**src/rtl/axi_req_arbiter_if.sv**
```systemverilog
// AXI4-Full master-side bus used by axi_req_arbiter. Single-beat only, so
// AxLEN/AxSIZE/AxBURST are shared between the write and read address channels.
interface axi_req_arbiter_if #(
  parameter int AXI_WIDTH_ADDR = 32,
  parameter int AXI_WIDTH_DATA = 32
);

  // write address channel
  logic [AXI_WIDTH_ADDR-1:0]   awaddr;
  logic                        awvalid;
  logic                        awready;

  // write data channel
  logic [AXI_WIDTH_DATA-1:0]   wdata;
  logic [AXI_WIDTH_DATA/8-1:0] wstrb;
  logic                        wlast;
  logic                        wvalid;
  logic                        wready;

  // write response channel
  logic [1:0]                  bresp;
  logic                        bvalid;
  logic                        bready;

  // read address channel
  logic [AXI_WIDTH_ADDR-1:0]   araddr;
  logic                        arvalid;
  logic                        arready;

  // read data channel
  logic [AXI_WIDTH_DATA-1:0]   rdata;
  logic [1:0]                  rresp;
  logic                        rlast;
  logic                        rvalid;
  logic                        rready;

  // burst attributes shared by AW and AR
  logic [7:0]                  axlen;
  logic [2:0]                  axsize;
  logic [1:0]                  axburst;

  modport master (
    output awaddr, awvalid,
    output wdata, wstrb, wlast, wvalid,
    output bready,
    output araddr, arvalid,
    output rready,
    output axlen, axsize, axburst,
    input  awready, wready,
    input  bresp, bvalid,
    input  arready,
    input  rdata, rresp, rlast, rvalid
  );

  modport slave (
    input  awaddr, awvalid,
    input  wdata, wstrb, wlast, wvalid,
    input  bready,
    input  araddr, arvalid,
    input  rready,
    input  axlen, axsize, axburst,
    output awready, wready,
    output bresp, bvalid,
    output arready,
    output rdata, rresp, rlast, rvalid
  );

endinterface

```
**src/rtl/axi_req_arbiter.sv**
```systemverilog
// Round-robin arbiter sharing one AXI4-Full master port among NUM_REQ
// single-beat register requesters. One transaction is in flight at a time;
// the response is routed back only to the requester that was granted.
module axi_req_arbiter #(
  parameter int NUM_REQ        = 2,
  parameter int AXI_WIDTH_ADDR = 32,
  parameter int AXI_WIDTH_DATA = 32
) (
  input  logic                                  aclk,
  input  logic                                  areset,

  // requester command side
  input  logic [NUM_REQ-1:0]                    req_valid,
  output logic [NUM_REQ-1:0]                    req_ready,
  input  logic [NUM_REQ-1:0]                    req_write,
  input  logic [NUM_REQ*AXI_WIDTH_ADDR-1:0]     req_addr,
  input  logic [NUM_REQ*AXI_WIDTH_DATA-1:0]     req_wdata,
  input  logic [NUM_REQ*AXI_WIDTH_DATA/8-1:0]   req_wstrb,

  // requester response side
  output logic [NUM_REQ-1:0]                    rsp_valid,
  output logic [AXI_WIDTH_DATA-1:0]             rsp_rdata,
  output logic [1:0]                            rsp_resp,
  output logic                                  busy,

  // shared AXI4-Full master port
  axi_req_arbiter_if.master                     m_axi
);

  localparam int          STRB_W    = AXI_WIDTH_DATA / 8;
  localparam int          IDX_W     = (NUM_REQ > 1) ? $clog2(NUM_REQ) : 1;
  localparam int unsigned NUM_REQ_U = NUM_REQ;
  localparam logic [IDX_W-1:0] LAST_IDX = IDX_W'(NUM_REQ - 1);
  localparam logic [2:0]  AXSIZE    = 3'($clog2(STRB_W));
  localparam logic [1:0]  RESP_SLVERR = 2'b10;

  typedef enum logic [2:0] {
    IDLE,
    WR_ADDR,
    WR_RESP,
    RD_ADDR,
    RD_DATA,
    RESP
  } state_t;

  state_t                    state;
  state_t                    state_next;

  logic [IDX_W-1:0]          rr_ptr;
  logic [IDX_W-1:0]          grant_idx;
  logic                      grant_found;
  logic [IDX_W-1:0]          grant_q;

  logic [AXI_WIDTH_ADDR-1:0] addr_q;
  logic [AXI_WIDTH_DATA-1:0] wdata_q;
  logic [STRB_W-1:0]         wstrb_q;
  logic [AXI_WIDTH_DATA-1:0] rdata_q;
  logic [1:0]                resp_q;

  // AW and W complete independently; these remember which one is done
  logic                      aw_done;
  logic                      w_done;

  logic                      aw_hs;
  logic                      w_hs;
  logic                      b_hs;
  logic                      r_hs;

  assign aw_hs = m_axi.awvalid && m_axi.awready;
  assign w_hs  = m_axi.wvalid  && m_axi.wready;
  assign b_hs  = m_axi.bvalid  && m_axi.bready;
  assign r_hs  = m_axi.rvalid  && m_axi.rready;

  // Address/data come straight from the latched command, so they are
  // stable for as long as the corresponding valid is held.
  assign m_axi.awaddr  = addr_q;
  assign m_axi.araddr  = addr_q;
  assign m_axi.wdata   = wdata_q;
  assign m_axi.wstrb   = wstrb_q;
  assign m_axi.wlast   = 1'b1;
  assign m_axi.axlen   = 8'd0;
  assign m_axi.axsize  = AXSIZE;
  assign m_axi.axburst = 2'b01;

  assign rsp_rdata = rdata_q;
  assign rsp_resp  = resp_q;

  // Round-robin pick: first valid requester at or after rr_ptr, wrapping.
  always_comb begin
    int unsigned idx;
    grant_found = 1'b0;
    grant_idx   = '0;
    idx         = 0;
    for (int unsigned k = 0; k < NUM_REQ_U; k++) begin
      idx = 32'(rr_ptr) + k;
      if (idx >= NUM_REQ_U) begin
        idx = idx - NUM_REQ_U;
      end
      if (!grant_found && req_valid[IDX_W'(idx)]) begin
        grant_found = 1'b1;
        grant_idx   = IDX_W'(idx);
      end
    end
  end

  // State register.
  always_ff @(posedge aclk) begin
    if (areset) begin
      state <= IDLE;
    end else begin
      state <= state_next;
    end
  end

  // Next-state and handshake outputs.
  always_comb begin
    state_next    = state;
    req_ready     = '0;
    rsp_valid     = '0;
    busy          = 1'b0;
    m_axi.awvalid = 1'b0;
    m_axi.wvalid  = 1'b0;
    m_axi.bready  = 1'b0;
    m_axi.arvalid = 1'b0;
    m_axi.rready  = 1'b0;

    case (state)
      IDLE: begin
        if (grant_found) begin
          // accept pulse is suppressed while reset is being applied
          req_ready[grant_idx] = !areset;
          state_next = req_write[grant_idx] ? WR_ADDR : RD_ADDR;
        end
      end

      WR_ADDR: begin
        busy          = 1'b1;
        m_axi.awvalid = !aw_done;
        m_axi.wvalid  = !w_done;
        if ((aw_done || m_axi.awready) && (w_done || m_axi.wready)) begin
          state_next = WR_RESP;
        end
      end

      WR_RESP: begin
        busy         = 1'b1;
        m_axi.bready = 1'b1;
        if (m_axi.bvalid) begin
          state_next = RESP;
        end
      end

      RD_ADDR: begin
        busy          = 1'b1;
        m_axi.arvalid = 1'b1;
        if (m_axi.arready) begin
          state_next = RD_DATA;
        end
      end

      RD_DATA: begin
        busy         = 1'b1;
        m_axi.rready = 1'b1;
        if (m_axi.rvalid) begin
          state_next = RESP;
        end
      end

      RESP: begin
        busy                = 1'b1;
        rsp_valid[grant_q]  = 1'b1;
        state_next          = IDLE;
      end

      default: begin
        state_next = IDLE;
      end
    endcase
  end

  // Command latch, round-robin pointer, channel progress and response capture.
  always_ff @(posedge aclk) begin
    if (areset) begin
      rr_ptr  <= '0;
      grant_q <= '0;
      addr_q  <= '0;
      wdata_q <= '0;
      wstrb_q <= '0;
      rdata_q <= '0;
      resp_q  <= '0;
      aw_done <= 1'b0;
      w_done  <= 1'b0;
    end else begin
      case (state)
        IDLE: begin
          if (grant_found) begin
            grant_q <= grant_idx;
            addr_q  <= req_addr[grant_idx*AXI_WIDTH_ADDR +: AXI_WIDTH_ADDR];
            wdata_q <= req_wdata[grant_idx*AXI_WIDTH_DATA +: AXI_WIDTH_DATA];
            wstrb_q <= req_wstrb[grant_idx*STRB_W +: STRB_W];
            rr_ptr  <= (grant_idx == LAST_IDX) ? '0 : grant_idx + 1'b1;
            aw_done <= 1'b0;
            w_done  <= 1'b0;
            rdata_q <= '0;
            resp_q  <= '0;
          end
        end

        WR_ADDR: begin
          if (aw_hs) begin
            aw_done <= 1'b1;
          end
          if (w_hs) begin
            w_done <= 1'b1;
          end
        end

        WR_RESP: begin
          if (b_hs) begin
            resp_q <= m_axi.bresp;
          end
        end

        RD_DATA: begin
          if (r_hs) begin
            rdata_q <= m_axi.rdata;
            // a single-beat read must end on its only beat
            resp_q  <= m_axi.rlast ? m_axi.rresp : RESP_SLVERR;
          end
        end

        default: begin
        end
      endcase
    end
  end

endmodule

```
**src/flat_wrapper.sv**
```systemverilog
// flat-port wrapper written by rule: the top's interface ports become plain ports
module axi_req_arbiter_flat 
#(
  parameter int NUM_REQ        = 2,
  parameter int AXI_WIDTH_ADDR = 32,
  parameter int AXI_WIDTH_DATA = 32
)
  (aclk, areset, req_valid, req_ready, req_write, req_addr, req_wdata, req_wstrb, rsp_valid, rsp_rdata, rsp_resp, busy, m_axi_awaddr, m_axi_awvalid, m_axi_wdata, m_axi_wstrb, m_axi_wlast, m_axi_wvalid, m_axi_bready, m_axi_araddr, m_axi_arvalid, m_axi_rready, m_axi_axlen, m_axi_axsize, m_axi_axburst, m_axi_awready, m_axi_wready, m_axi_bresp, m_axi_bvalid, m_axi_arready, m_axi_rdata, m_axi_rresp, m_axi_rlast, m_axi_rvalid);
  axi_req_arbiter_if #(.AXI_WIDTH_ADDR(AXI_WIDTH_ADDR), .AXI_WIDTH_DATA(AXI_WIDTH_DATA)) m_axi_i ();
  input  logic aclk;
  input  logic areset;
  input  logic [NUM_REQ-1:0] req_valid;
  output logic [NUM_REQ-1:0] req_ready;
  input  logic [NUM_REQ-1:0] req_write;
  input  logic [NUM_REQ*AXI_WIDTH_ADDR-1:0] req_addr;
  input  logic [NUM_REQ*AXI_WIDTH_DATA-1:0] req_wdata;
  input  logic [NUM_REQ*AXI_WIDTH_DATA/8-1:0] req_wstrb;
  output logic [NUM_REQ-1:0] rsp_valid;
  output logic [AXI_WIDTH_DATA-1:0] rsp_rdata;
  output logic [1:0] rsp_resp;
  output logic busy;
  output wire logic [$bits(m_axi_i.awaddr)-1:0] m_axi_awaddr;
  output wire logic [$bits(m_axi_i.awvalid)-1:0] m_axi_awvalid;
  output wire logic [$bits(m_axi_i.wdata)-1:0] m_axi_wdata;
  output wire logic [$bits(m_axi_i.wstrb)-1:0] m_axi_wstrb;
  output wire logic [$bits(m_axi_i.wlast)-1:0] m_axi_wlast;
  output wire logic [$bits(m_axi_i.wvalid)-1:0] m_axi_wvalid;
  output wire logic [$bits(m_axi_i.bready)-1:0] m_axi_bready;
  output wire logic [$bits(m_axi_i.araddr)-1:0] m_axi_araddr;
  output wire logic [$bits(m_axi_i.arvalid)-1:0] m_axi_arvalid;
  output wire logic [$bits(m_axi_i.rready)-1:0] m_axi_rready;
  output wire logic [$bits(m_axi_i.axlen)-1:0] m_axi_axlen;
  output wire logic [$bits(m_axi_i.axsize)-1:0] m_axi_axsize;
  output wire logic [$bits(m_axi_i.axburst)-1:0] m_axi_axburst;
  input wire logic [$bits(m_axi_i.awready)-1:0] m_axi_awready;
  input wire logic [$bits(m_axi_i.wready)-1:0] m_axi_wready;
  input wire logic [$bits(m_axi_i.bresp)-1:0] m_axi_bresp;
  input wire logic [$bits(m_axi_i.bvalid)-1:0] m_axi_bvalid;
  input wire logic [$bits(m_axi_i.arready)-1:0] m_axi_arready;
  input wire logic [$bits(m_axi_i.rdata)-1:0] m_axi_rdata;
  input wire logic [$bits(m_axi_i.rresp)-1:0] m_axi_rresp;
  input wire logic [$bits(m_axi_i.rlast)-1:0] m_axi_rlast;
  input wire logic [$bits(m_axi_i.rvalid)-1:0] m_axi_rvalid;
  assign m_axi_awaddr = m_axi_i.awaddr;
  assign m_axi_awvalid = m_axi_i.awvalid;
  assign m_axi_wdata = m_axi_i.wdata;
  assign m_axi_wstrb = m_axi_i.wstrb;
  assign m_axi_wlast = m_axi_i.wlast;
  assign m_axi_wvalid = m_axi_i.wvalid;
  assign m_axi_bready = m_axi_i.bready;
  assign m_axi_araddr = m_axi_i.araddr;
  assign m_axi_arvalid = m_axi_i.arvalid;
  assign m_axi_rready = m_axi_i.rready;
  assign m_axi_axlen = m_axi_i.axlen;
  assign m_axi_axsize = m_axi_i.axsize;
  assign m_axi_axburst = m_axi_i.axburst;
  assign m_axi_i.awready = m_axi_awready;
  assign m_axi_i.wready = m_axi_wready;
  assign m_axi_i.bresp = m_axi_bresp;
  assign m_axi_i.bvalid = m_axi_bvalid;
  assign m_axi_i.arready = m_axi_arready;
  assign m_axi_i.rdata = m_axi_rdata;
  assign m_axi_i.rresp = m_axi_rresp;
  assign m_axi_i.rlast = m_axi_rlast;
  assign m_axi_i.rvalid = m_axi_rvalid;
  axi_req_arbiter #(.NUM_REQ(NUM_REQ), .AXI_WIDTH_ADDR(AXI_WIDTH_ADDR), .AXI_WIDTH_DATA(AXI_WIDTH_DATA)) u_core (.aclk(aclk), .areset(areset), .req_valid(req_valid), .req_ready(req_ready), .req_write(req_write), .req_addr(req_addr), .req_wdata(req_wdata), .req_wstrb(req_wstrb), .rsp_valid(rsp_valid), .rsp_rdata(rsp_rdata), .rsp_resp(rsp_resp), .busy(busy), .m_axi(m_axi_i));
endmodule
```
**config.mk**
```make
export PLATFORM = sky130hd
export DESIGN_NAME = axi_req_arbiter_flat
export DESIGN_NICKNAME = d
export VERILOG_FILES = /design/src/rtl/axi_req_arbiter_if.sv /design/src/rtl/axi_req_arbiter.sv /design/src/flat_wrapper.sv
export SDC_FILE = /design/constraint.sdc
export NUM_CORES = 1
export LEC_CHECK = 0
export BUFFER_PORTS_ARGS = -buffer_cell sky130_fd_sc_hd__buf_2
export CAP_MARGIN = 10
export CORE_AREA = 4 4 130 132
export CTS_BUF_LIST = sky130_fd_sc_hd__clkbuf_4
export DETAILED_ROUTE_END_ITERATION = 8
export DIE_AREA = 0 0 134 136
export PLACE_DENSITY = 0.72
export SYNTH_ARGS = -nofsm -noshare
export SYNTH_HDL_FRONTEND = slang
export SYNTH_SLANG_ARGS = --single-unit
```
**constraint.sdc**
```tcl
create_clock -name aclk -period 2.6 [get_ports aclk]
set_input_delay 0.39 -clock aclk [delete_from_list [all_inputs] [get_ports aclk]]
set_output_delay 0.39 -clock aclk [all_outputs]
set_load 0.02 [all_outputs]
```
==> summary.txt, run 1 <==
status: finished with violations
violated checks: design-rule violations
most frequent cells in the layout: buf_2, dfxtp_1, inv_1, a222oi_1, a21oi_1
Hold Crit Depth: 3
fin util: 39.7%
worst min-delay path class: input pin to register
CTS clock-pin slew for the worst setup and hold paths: 190 ps
ys async rst share: 0%
die extent in x: 134 µm
CTS tree: done
crit path buf inv count: 2
Pre-antenna DRT Iters: 9
Clock Skew: 25.0 ps
DIE AREA: 18,200 µm²
P per Cell Area: 942 nW/µm²
Rel. slew slack: 64.5%
critical path startpoint category: register
yosys warns: 0
Placer Congestion: 0.778
sequential share of the synthesized area: 47.6%
DP HPWL: 11,900 µm
CTS Buf Count: 9
ys flop type: dfxtp_1
GRT overflow: 0
LEAKAGE: 3.51 nW
global-route wire length before repair: 23,000 µm
largest net degree at the start of global routing: 46
total track usage: 15.8%
FILL cells: 1,606
Synth Area per Inst: 9.38 µm²
Non-Filler Instances: 989
I/O pin cnt: 342
Largest stage delay, worst path: 500 ps
fin. max-slew vios: 0
Initial Util: 29.2%
vias in the first global route: 4,395
critical path's slowest cell: dfxtp_1
port bufs: 327
Placement Setup Slack: 558 ps
WL final: 15,700 µm
RSZ-0062 raised after global routing: false
Root Driver: clkbuf_4
fin worst setup slack: 191 ps
most common cell after layout, fill and taps aside: buf_2
Arr. time, crit path: 2020 ps
Worst Tran Pin Value: 525 ps
CP Max Fanout: 18
Placeable Area: 15,700 µm²
count of final hold-check violations: 0
Synth-to-Final Area Change: 35.9%
Crit Path Category: register to primary output
Syn Inst Count: 489
# H-tree levels: 3
WL per Instance: 15.9 µm
Antenna Violating Nets Remaining: 0
Max Freq: 0.415 GHz
die height: 136 µm
min Tclk post-route: 2410 ps
Row Count: 46
Setup Viol. Count Final: 0
initial DRC count: 436
Min Hold Slack: 117 ps
Cell Area, Synth: 4590 µm²
setup TNS: 0 ps
clock sink count: 109
DR vias: 4,877
initial antenna violation count: 1
Seq cells post-synth: 109
placed instance count: 969
Crit. path cell count: 4
CTS hold repair buffers: 0
clk buf depth: 2
Nets: 951
Worst Path Required: 2210 ps
Worst Reg-to-Reg Cells: 7
Tcrit/Tclk final: 92.7%
CP Capture Type: primary output
crit-path cells: or3_4 > nor4b_4 > buf_4 > buf_2
max_cap viols: 0
Post-synth EDFFs: 0
count of cell types in the netlist: 39
clock latency on the worst-skew pair: 480 ps
maximum vdd drop: 0.000393 V
DR DRC count: 2
Worst path top cell family by delay: simple AND/OR/NAND/NOR gates
CTS-repair resized insts: 0
Vias/cell: 4.93
share of layout cells above drive strength 1: 47.5%
where the power goes:
part | leakage [nW] | total [W] | internal, W | switching [W]
Combinational | 2.54 | 0.00269 | 0.000919 | 0.00177
Clock | 0.0715 | 0.000817 | 0.000213 | 0.000604
Sequential | 0.891 | 0.00236 | 0.00207 | 0.000294
Total | 3.51 | 0.00587 | 0.00320 | 0.00267
worst reg2reg max path, delay by kind of cell, from the launching register on:
kind / cells / cell delay [ps]
buffers and inverters: 4 / 660
AND/OR/NAND/NOR: 2 / 700
AO/OA/AOI/OAI: 1 / 150
flip-flops: 1 / 500
registers in the layout, indices dropped and copies added, names as in the netlist, 2 cells and up:
register and cells:
u_core.m_axi.araddr 32, u_core.m_axi.wdata 32, u_core.m_axi.wstrb 4, u_core.state 3, u_core.rsp_rdata 32, u_core.rsp_resp 2
layout make-up:
cell class	instances	area [µm²]	share of cell area, %
diodes	1	2.50	0.0401
multi-input cells	230	1610	25.8
inverters	72	270	4.33
well taps	216	270	4.33
repair buffers	345	1770	28.4
flip-flops and latches	109	2180	35.0
clock buffers	9	67.6	1.08
clock inverters	7	60.1	0.963
what timing repair did:
action	4_1_cts	5_1_grt
pin swaps	1	1
buffers inserted	0	3
setup endpoints to repair	1	1
worst paths after layout:
| check | from | to | slack, ps |
|---|---|---|---|
| setup reg to reg | u_core.state[1] | u_core.m_axi.araddr[9] | 530 |
| setup / recovery | u_core.state[1] | req_ready[1] | 190 |
| hold reg to reg | u_core.rsp_rdata[18] | u_core.rsp_rdata[18] | 460 |
| hold / removal | req_wdata[49] | u_core.m_axi.wdata[17] | 120 |
cell families (layout without fill, tap and decap cells):
family / after synthesis / in the layout / share of synthesized area [%]
buffers and inverters: 162 / 433 / 18.7
multiplexers: 2 / 2 / 0.464
AND/OR/NAND/NOR: 95 / 95 / 11.3
AO/OA/AOI/OAI: 119 / 119 / 21.7
flip-flops: 109 / 109 / 47.6
other: 2 / 15 / 0.164
through the flow:
stage	area [µm²]	power, W
floorplan	4630	0.00432
global placement	6080	0.00509
detailed placement	6080	0.00510
CTS	6210	0.00594
global route	6230	0.00626
finish	6230	0.00587
Yosys cell counts (all sizes together), types with 2 or more instances:
| cell type | number | share of area (%) |
|---|---|---|
| a21oi | 38 | 4.2 |
| buf | 70 | 11 |
| or3 | 4 | 0.65 |
| o211ai | 2 | 0.33 |
| nor2 | 4 | 0.33 |
| nor2b | 5 | 0.68 |
| clkbuf | 20 | 1.6 |
| dfxtp | 109 | 48 |
| nand2b | 3 | 0.41 |
| inv | 72 | 5.9 |
| nor3 | 4 | 0.44 |
| nand4 | 33 | 4.5 |
| nand2 | 34 | 2.8 |
| nor4bb | 2 | 0.44 |
| a21o | 2 | 0.33 |
| a222oi | 68 | 15 |
| conb | 2 | 0.16 |
routing by layer:
metal	part of all wire [%]	up-vias	global-route usage (%)
li1	-	2297	-
met1	37	2278	17.6
met2	50	265	27.7
met3	9.5	37	4.85
met4	3.0	0	7.03
met5	0	-	0
No activity file was read; power rests on OpenSTA's default activity.
==> inputs of run 2 (changes only) <==
Settings changed: BUFFER_PORTS_ARGS -buffer_cell sky130_fd_sc_hd__buf_2 to -buffer_cell sky130_fd_sc_hd__buf_4, CORE_AREA 4 4 130 132 to 2 2 131 133, CTS_BUF_LIST sky130_fd_sc_hd__clkbuf_4 to not set, DIE_AREA 0 0 134 136 to 0 0 133 135, PLACE_DENSITY 0.72 to 0.7.
==> run 2 against run 1 <==
  * Clock-buffer cell count unchanged
  * Highest routed layer unchanged
  * Critical path depth down 1
  * Worst hold slack better by 140 ps
  * Global-route usage up 1.2 points
  * Power up 16%
  * First-iteration DRC count down 5.7%
  * Combinational power up 16%
  * Routed wire length up 5.9%
  * Clock power up 64%
  * The flow now finishes without violations
  * Largest cell class is now non-clock buffers
  * Sequential share of layout area down 4.7 points
  * Clock skew down 13 ps
  * Register-to-register slack better by 70 ps
==> summary.txt, run 2 (synthesized netlist as in run 1, its figures left out) <==
# H-tree levels: 3
fin worst setup slack: 276 ps
fin util: 43.9%
total track usage: 17.0%
Worst Hold Launch: req_wdata[50]
setup TNS: 0 ps
largest net degree at the start of global routing: 73
status: finished, final reports clean
most frequent cells in the layout: buf_4, dfxtp_1, inv_1, a222oi_1, a21oi_1
critical path startpoint category: register
crit path buf inv count: 1
WL final: 16,600 µm
clock latency on the worst-skew pair: 350 ps
fin. max-slew vios: 0
CP Capture Type: primary output
Crit Path Category: register to primary output
Tcrit/Tclk final: 89.4%
Pre-antenna DRT Iters: 8
die extent in x: 133 µm
worst min-delay path class: input pin to register
WL per Instance: 16.8 µm
initial antenna violation count: 0
Clock Skew: 11.9 ps
Rel. slew slack: 60.8%
FF+latch area: 2180 µm²
DIE AREA: 18,000 µm²
Arr. time, crit path: 1930 ps
Vias/cell: 4.88
most common cell after layout, fill and taps aside: buf_4
GRT overflow: 0
Nets: 949
clk buf depth: 2
crit path launch: u_core.state[2]
Worst Path Required: 2210 ps
Multi-input gate area: 1610 µm²
Placer Congestion: 0.806
ANT cells: 0
Max Freq: 0.430 GHz
count of final hold-check violations: 0
global-route wire length before repair: 23,900 µm
Largest stage delay, worst path: 600 ps
die height: 135 µm
crit-path cells: or3_4 > a2111oi_4 > buf_4
Initial Util: 28.0%
Row Count: 47
initial DRC count: 411
post-route cell area: 7210 µm²
vias in the first global route: 4,252
Antenna Violating Nets Remaining: 0
Post-DP Area: 6930 µm²
Setup Viol. Count Final: 0
CTS Buf Count: 9
FILL cells: 1,629
Root Driver: clkbuf_16
DR vias: 4,833
CTS tree: done
DR DRC count: 0
P per Cell Area: 947 nW/µm²
RR Startpoint: u_core.state[2]
min Tclk post-route: 2320 ps
CTS-repair resized insts: 0
maximum vdd drop: 0.000372 V
Placeable Area: 16,400 µm²
Placement Setup Slack: 579 ps
max_cap viols: 0
CP Max Fanout: 5
share of layout cells above drive strength 1: 47.5%
CTS hold repair buffers: 0
I/O pin cnt: 342
Post-CTS Setup Inserts: 0
port bufs: 327
critical path's slowest cell: a2111oi_4
LEAKAGE: 3.74 nW
Worst Tran Pin Value: 588 ps
CTS clock-pin slew for the worst setup and hold paths: 80 ps
DP HPWL: 12,200 µm
RSZ-0062 raised after global routing: false
Synth-to-Final Area Change: 57.1%
clock sink count: 109
Worst path top cell family by delay: compound AO/OA/AOI/OAI gates
## run 2: path summary, 6_finish.rpt
path,to,cells past startpoint,slack [ps]
worst min-delay path,u_core.m_axi.wdata[18],3,260
worst max-delay path,req_ready[0],3,280
worst min register to register,u_core.rsp_rdata[7],2,450
worst max register to register,u_core.m_axi.araddr[2],5,600
## run 2: worst register-to-register path, delay by kind of cell, from the launching register on
kind,cells,cell delay [ps]
AO/OA/AOI/OAI,2,760
AND/OR/NAND/NOR,1,420
buffers and inverters,2,450
flip-flops,1,320
## run 2: power by group
group	switching [W]	internal [W]	total (W)
Sequential	0.000289	0.00207	0.00236
Clock	0.000670	0.000665	0.00134
Combinational	0.00182	0.00131	0.00313
Total	0.00278	0.00405	0.00683
## run 2: area by class of cell
| type | instances | area share [%] |
|---|---|---|
| clock buffers | 9 | 3.13 |
| inverters | 72 | 3.75 |
| multi-input cells | 230 | 22.3 |
| repair buffers | 343 | 35.9 |
| clock inverters | 7 | 0.781 |
| flip-flops and latches | 109 | 30.3 |
| well taps | 220 | 3.82 |
## run 2: per-stage QoR
stage / std cells / power [W] / hold slack, ps
2_1_floorplan: 501 / 0.00432 / 442
3_3_place_gp: 974 / 0.00553 / 440
3_5_place_dp: 974 / 0.00556 / 445
4_1_cts: 990 / 0.00692 / 241
5_1_grt: 990 / 0.00721 / 244
6_report: 990 / 0.00683 / 257
## run 2: routing by layer
metal | global-route usage [%] | up-vias | share of wire (%)
met3 | 4.62 | 17 | 8.4
li1 | - | 2285 | -
met4 | 5.68 | 0 | 1.5
met2 | 29.5 | 245 | 52
met5 | 0 | - | 0
met1 | 20.3 | 2286 | 39
